**src/rtl/ball_hit_tracker.sv**
```systemverilog
// Frame centroid tracker: accumulates qualified hit pixels, divides at frame end,
// and flags a collision when centroid motion opposes the ball's direction.
module ball_hit_tracker #(
  parameter int X_W            = 10,
  parameter int Y_W            = 10,
  parameter int CNT_W          = 12,
  parameter int MIN_PIXELS     = 20,
  parameter int MIN_SPEED      = 1,
  parameter int HOLDOFF_FRAMES = 2
) (
  input  logic           clk_25MHz,
  input  logic           reset,
  input  logic [X_W-1:0] x_pixel,
  input  logic [Y_W-1:0] y_pixel,
  input  logic           pixel_valid,
  input  logic           is_hit_area,
  input  logic           is_target_color,
  input  logic           is_ball_moving_left,
  input  logic           frame_end,
  output logic           busy,
  output logic           hit_valid,
  output logic [X_W-1:0] hit_center_x,
  output logic [Y_W-1:0] hit_center_y,
  output logic           collision_detected,
  output logic [X_W-1:0] estimated_speed
);

  localparam int SX_W = X_W + CNT_W;
  localparam int SY_W = Y_W + CNT_W;
  localparam int DW   = (X_W > Y_W) ? X_W : Y_W;
  localparam int IT_W = $clog2(DW + 1);
  localparam int HO_W = (HOLDOFF_FRAMES < 1) ? 1 : $clog2(HOLDOFF_FRAMES + 1);
  localparam logic signed [X_W:0] MS  = (X_W+1)'(MIN_SPEED);
  localparam logic signed [X_W:0] NMS = -MS;

  typedef enum logic [1:0] {IDLE, DIV_X, DIV_Y, COMPARE} state_t;

  state_t            state_q, state_d;
  logic [SX_W-1:0]   sum_x_q, sum_x_d;
  logic [SY_W-1:0]   sum_y_q, sum_y_d;
  logic [CNT_W-1:0]  cnt_q, cnt_d;
  logic [SY_W-1:0]   snap_y_q, snap_y_d;
  logic [CNT_W-1:0]  div_q, div_d;
  logic [CNT_W-1:0]  rem_q, rem_d;
  logic [DW-1:0]     low_q, low_d;
  logic [IT_W-1:0]   iter_q, iter_d;
  logic [X_W-1:0]    cx_q, cx_d;
  logic [Y_W-1:0]    cy_q, cy_d;
  logic [X_W-1:0]    prev_x_q, prev_x_d;
  logic              prev_valid_q, prev_valid_d;
  logic [HO_W-1:0]   holdoff_q, holdoff_d;
  logic              discard_q, discard_d;
  logic              hit_valid_q, hit_valid_d;
  logic              collision_q, collision_d;
  logic [X_W-1:0]    hit_cx_q, hit_cx_d;
  logic [Y_W-1:0]    hit_cy_q, hit_cy_d;
  logic [X_W-1:0]    speed_q, speed_d;

  logic              qual;
  logic [SX_W-1:0]   sx_n;
  logic [SY_W-1:0]   sy_n;
  logic [CNT_W-1:0]  cnt_n;
  logic [CNT_W:0]    trial;
  logic              ge;
  logic [CNT_W-1:0]  rem_n;
  logic [DW-1:0]     low_n;
  logic signed [X_W:0] dx;
  logic              coll;

  assign busy               = (state_q != IDLE);
  assign hit_valid          = hit_valid_q;
  assign collision_detected = collision_q;
  assign hit_center_x       = hit_cx_q;
  assign hit_center_y       = hit_cy_q;
  assign estimated_speed    = speed_q;

  // Running sums including the current pixel, so a pixel coincident with
  // frame_end lands in the ending frame's snapshot.
  always_comb begin
    qual  = pixel_valid & is_hit_area & is_target_color;
    sx_n  = sum_x_q;
    sy_n  = sum_y_q;
    cnt_n = cnt_q;
    if (qual && (cnt_q != '1)) begin
      sx_n  = sum_x_q + SX_W'(x_pixel);
      sy_n  = sum_y_q + SY_W'(y_pixel);
      cnt_n = cnt_q + CNT_W'(1);
    end
  end

  // One restoring-division step: remainder stays below the divisor.
  always_comb begin
    trial = {rem_q, low_q[DW-1]};
    ge    = (trial >= {1'b0, div_q});
    rem_n = ge ? CNT_W'(trial - {1'b0, div_q}) : trial[CNT_W-1:0];
    low_n = {low_q[DW-2:0], ge};
  end

  always_comb begin
    dx   = $signed({1'b0, cx_q}) - $signed({1'b0, prev_x_q});
    coll = prev_valid_q && (holdoff_q == '0) &&
           (( is_ball_moving_left && (dx >= MS)) ||
            (!is_ball_moving_left && (dx <= NMS)));
  end

  always_comb begin
    state_d      = state_q;
    sum_x_d      = sx_n;
    sum_y_d      = sy_n;
    cnt_d        = cnt_n;
    snap_y_d     = snap_y_q;
    div_d        = div_q;
    rem_d        = rem_q;
    low_d        = low_q;
    iter_d       = iter_q;
    cx_d         = cx_q;
    cy_d         = cy_q;
    prev_x_d     = prev_x_q;
    prev_valid_d = prev_valid_q;
    holdoff_d    = holdoff_q;
    discard_d    = discard_q;
    hit_valid_d  = 1'b0;
    collision_d  = 1'b0;
    hit_cx_d     = hit_cx_q;
    hit_cy_d     = hit_cy_q;
    speed_d      = speed_q;

    if (frame_end) begin
      sum_x_d = '0;
      sum_y_d = '0;
      cnt_d   = '0;
      if (holdoff_q != '0) holdoff_d = holdoff_q - HO_W'(1);
      if (busy) begin
        discard_d = 1'b1;
      end else if (cnt_n >= CNT_W'(MIN_PIXELS)) begin
        state_d  = DIV_X;
        div_d    = cnt_n;
        rem_d    = sx_n[SX_W-1:X_W];
        low_d    = DW'(sx_n[X_W-1:0]) << (DW - X_W);
        iter_d   = '0;
        snap_y_d = sy_n;
      end else begin
        prev_valid_d = 1'b0;
      end
    end

    unique case (state_q)
      DIV_X: begin
        rem_d  = rem_n;
        low_d  = low_n;
        iter_d = iter_q + IT_W'(1);
        if (iter_q == IT_W'(X_W - 1)) begin
          cx_d    = low_n[X_W-1:0];
          rem_d   = snap_y_q[SY_W-1:Y_W];
          low_d   = DW'(snap_y_q[Y_W-1:0]) << (DW - Y_W);
          iter_d  = '0;
          state_d = DIV_Y;
        end
      end
      DIV_Y: begin
        rem_d  = rem_n;
        low_d  = low_n;
        iter_d = iter_q + IT_W'(1);
        if (iter_q == IT_W'(Y_W - 1)) begin
          cy_d    = low_n[Y_W-1:0];
          state_d = COMPARE;
        end
      end
      COMPARE: begin
        hit_valid_d = 1'b1;
        hit_cx_d    = cx_q;
        hit_cy_d    = cy_q;
        if (coll) begin
          collision_d = 1'b1;
          speed_d     = X_W'(dx[X_W] ? -dx : dx);
          holdoff_d   = HO_W'(HOLDOFF_FRAMES);
        end
        prev_x_d     = cx_q;
        // A frame dropped while busy breaks frame-to-frame continuity.
        prev_valid_d = !(discard_q || frame_end);
        discard_d    = 1'b0;
        state_d      = IDLE;
      end
      default: ;
    endcase
  end

  always_ff @(posedge clk_25MHz or posedge reset) begin
    if (reset) begin
      state_q      <= IDLE;
      sum_x_q      <= '0;
      sum_y_q      <= '0;
      cnt_q        <= '0;
      snap_y_q     <= '0;
      div_q        <= '0;
      rem_q        <= '0;
      low_q        <= '0;
      iter_q       <= '0;
      cx_q         <= '0;
      cy_q         <= '0;
      prev_x_q     <= '0;
      prev_valid_q <= 1'b0;
      holdoff_q    <= '0;
      discard_q    <= 1'b0;
      hit_valid_q  <= 1'b0;
      collision_q  <= 1'b0;
      hit_cx_q     <= '0;
      hit_cy_q     <= '0;
      speed_q      <= '0;
    end else begin
      state_q      <= state_d;
      sum_x_q      <= sum_x_d;
      sum_y_q      <= sum_y_d;
      cnt_q        <= cnt_d;
      snap_y_q     <= snap_y_d;
      div_q        <= div_d;
      rem_q        <= rem_d;
      low_q        <= low_d;
      iter_q       <= iter_d;
      cx_q         <= cx_d;
      cy_q         <= cy_d;
      prev_x_q     <= prev_x_d;
      prev_valid_q <= prev_valid_d;
      holdoff_q    <= holdoff_d;
      discard_q    <= discard_d;
      hit_valid_q  <= hit_valid_d;
      collision_q  <= collision_d;
      hit_cx_q     <= hit_cx_d;
      hit_cy_q     <= hit_cy_d;
      speed_q      <= speed_d;
    end
  end

endmodule

```
**config.mk**
```make
export PLATFORM = sky130hd
export DESIGN_NAME = ball_hit_tracker
export DESIGN_NICKNAME = d
export VERILOG_FILES = /design/src/rtl/ball_hit_tracker.sv
export SDC_FILE = /design/constraint.sdc
export NUM_CORES = 1
export LEC_CHECK = 0
export CORE_MARGIN = 2
export CORE_UTILIZATION = 60
export CTS_CLUSTER_SIZE = 8
export DETAILED_ROUTE_END_ITERATION = 10
export PLACE_DENSITY = 0.76
export SYNTH_ARGS = -nofsm -noshare
export SYNTH_HDL_FRONTEND = slang
export SYNTH_SLANG_ARGS = --single-unit
```
**constraint.sdc**
```tcl
create_clock -name clk_25MHz -period 8.05 [get_ports clk_25MHz]
set_input_delay 2.415 -clock clk_25MHz [delete_from_list [all_inputs] [get_ports clk_25MHz]]
set_output_delay 2.415 -clock clk_25MHz [all_outputs]
set_load 0.1 [all_outputs]
```
==> flow_summary.toml <==
[outcome]
status = "finished, final reports clean"

[yosys]
synth.avg_cell_area_sq_um = 9.70
ys.flop_type = "dfrtp_1"
syn_area_sq_um = 9730
yosys.area.top_type_share_pct = 44.8
syn_nets = 1087
ys_types = 73
synthArstFlopShare_pct = 100
synth_edf_count = 0
synth_cells = 1003
yosys-top-cells-area = "dfrtp_1 (45%), ha_1 (6.8%), nor2_1 (5.2%)"
synth-seq-area-share_pct = 44.8
ys_warn_count = 0
synth_top_area_cell = "dfrtp_1"
ys_ff_latch = 174

[timing]
tightest_slew_ps = 1060
finalSetupTns_ps = 0
hold_violations = 0
max_slew_margin_pct = 28.9
rsz0062_at_grt = "false"
min_period_ps = 5250
finalSetupViolCount = 0
min_period_over_period_pct = 65.2
slew_viol_final = 0
fmax_ghz = 0.191
skew_ps = 6.98

[global_route]
antenna_found_initial = 0
grt_pass1_vias = 7093
overflow = 0
grtUsageTotal_pct = 25.9
grt_max_degree = 109
grt_pass1_wl_microns = 35800

[clock_tree]
path_clk_slew_ps = 60
cts_buffers = 17
cts_root_buf = "clkbuf_16"
post_cts_buffers = 0
cts_resized = 0
cts.sinks = 174
cts_tree = "yes"
cts_buffer_depth = 2
hold_buffers = 0
cts_htree_levels = 4
clk_latency_ps = 430

[finish]
final_common_cell = "dfrtp_1"
area_delta_synth_final_pct = 13.1
drive_gt1_share_pct = 9.31
final_cell_mix = "dfrtp_1 (174), nor2_1 (135), nand2_1 (79)"
nNetsFinal = 1126
diodes = 0

[placement]
globalplace.congestion = 0.906
port_buffers = 59
post-dp-hpwl_microns = 15200

[route]
drt_iter0_markers = 505
route.detailed.drc = 0
wl_per_cell_microns = 16.9
vias_per_cell = 5.82
dr_total_vias = 7386
ant_nets = 0
drt_first_pass_iters = 5
routed_wl_microns = 21400

[power]
switching_share_pct = 23.1
pwr-share-seq_pct = 49.1
p_int_mw = 1.40
p_sw_mw = 0.418
pwr_density_cell_nw_per_um2 = 165
ir_drop_v = 0.000157
clkPwrFrac_pct = 43.9
p_total_mw = 1.81
leakage_nw = 5.05
p_comb_share_pct = 7.0

[critical_path]
r2r_slack_ps = 4190
cp_max_fo = 40
path_class = "in2reg"
start_kind = "primary input"
endpoint_kind = "register"
worstPathRequired_ps = 8360
worst_ep_arrival_time_ps = 5560

[floorplan]
ios = 60
design.die.area_sq_um = 17200
die_h_microns = 131
core_area_sq_um = 15900
start_util_pct = 61.2
rows = 46
die_w_microns = 131

[worst_hold_path]
hold_class = "reg2reg"

[flow_run]
cap_violations = 0
-- cell usage after synthesis (all sizes together) (9+ instances only) --
library cell and number:
inv 44, o31ai 11, mux2i 14, nor2 135, buf 16, ha 53
dfrtp 174, a211oi 12, nand3 29, nor3 10, mux2 42, o21ai 59
xor2 36, nand4 15, xnor2 38, and2 18, and3 9, nand2 79
a21oi 75, clkbuf 30, a221oi 12
-- metrics by stage --
| step | hold slack (ps) | worst slack, ps | cells | cell area, sq um | utilization [%] |
|---|---|---|---|---|---|
| after global routing | 518 | 2540 | 1269 | 11000 | 69.2 |
| after CTS | 498 | 2820 | 1269 | 11000 | 69.2 |
| final | 497 | 2800 | 1269 | 11000 | 69.2 |
| after floorplan | 444 | 918 | 1003 | 9730 | - |
| after detailed placement | 485 | 2380 | 1239 | 10400 | 65.7 |
| after global placement | 478 | 2500 | 1239 | 10400 | 65.7 |
-- worst max-delay path, cell delays in order --
cell and delay, ps:
clkdlybuf4s50_1 480, and3_1 330, o2111ai_1 150, o221a_2 250
a211oi_1 680, a31o_2 760, nor2_1 180, mux2_2 300
-- area by class of cell --
type,instances,area [sq um]
Multi-Input combinational cell,739,5000
Fill cell,1264,4890
Sequential cell,174,4350
Timing Repair Buffer,66,638
Clock buffer,21,450
Tap cell,216,270
Inverter,44,170
Clock inverter,9,115
-- worst paths after layout --
check | cells after the start | endpoint | startpoint
min in group asynchronous | 2 | sum_x_q[6]$_DFF_PP0_ | reset
max | 8 | iter_q[0]$_DFFE_PP0P_ | is_target_color
max reg2reg | 12 | estimated_speed[9]$_DFFE_PP0P_ | cx_q[0]$_DFFE_PP0P_
min reg2reg | 1 | holdoff_q[0]$_DFF_PP0_ | holdoff_q[0]$_DFF_PP0_
min | 1 | holdoff_q[0]$_DFF_PP0_ | holdoff_q[0]$_DFF_PP0_
max in group asynchronous | 3 | rem_q[2]$_DFFE_PP0P_ | reset
-- metal layers --
| layer | track usage (%) | routed length [microns] | up-vias |
|---|---|---|---|
| li1 | - | - | 3597 |
| met1 | 35.3 | 9560 | 3578 |
| met2 | 42.8 | 10500 | 183 |
| met3 | 4.55 | 953 | 28 |
| met4 | 7.85 | 421 | 0 |
| met5 | 0 | 0 | - |
-- cells by family (layout without fill, tap and decap cells) --
logic type	count (synthesis)	count (layout)	synth area share (%)
simple gates	321	321	14.9
xor+xnor	74	74	6.66
mux	56	56	6.61
compound gates	231	231	15.5
buf+inv	90	140	3.92
fa+ha+maj	57	57	7.64
flops	174	174	44.8
-- registers in the layout, indices dropped and copies added (netlist names), 12 cells and up --
register,flops
cnt_q,12
div_q,12
rem_q,12
snap_y_q,22
sum_x_q,22
sum_y_q,22
-- power groups by stage --
stage	Combinational, mW	Sequential (mW)	Clock (mW)
after floorplan	0.0893	0.903	0
after global placement	0.125	0.905	0
after detailed placement	0.128	0.906	0
after CTS	0.128	0.890	0.810
after global routing	0.144	0.890	0.849
final	0.127	0.890	0.796
(Power assumes the default switching activity.)
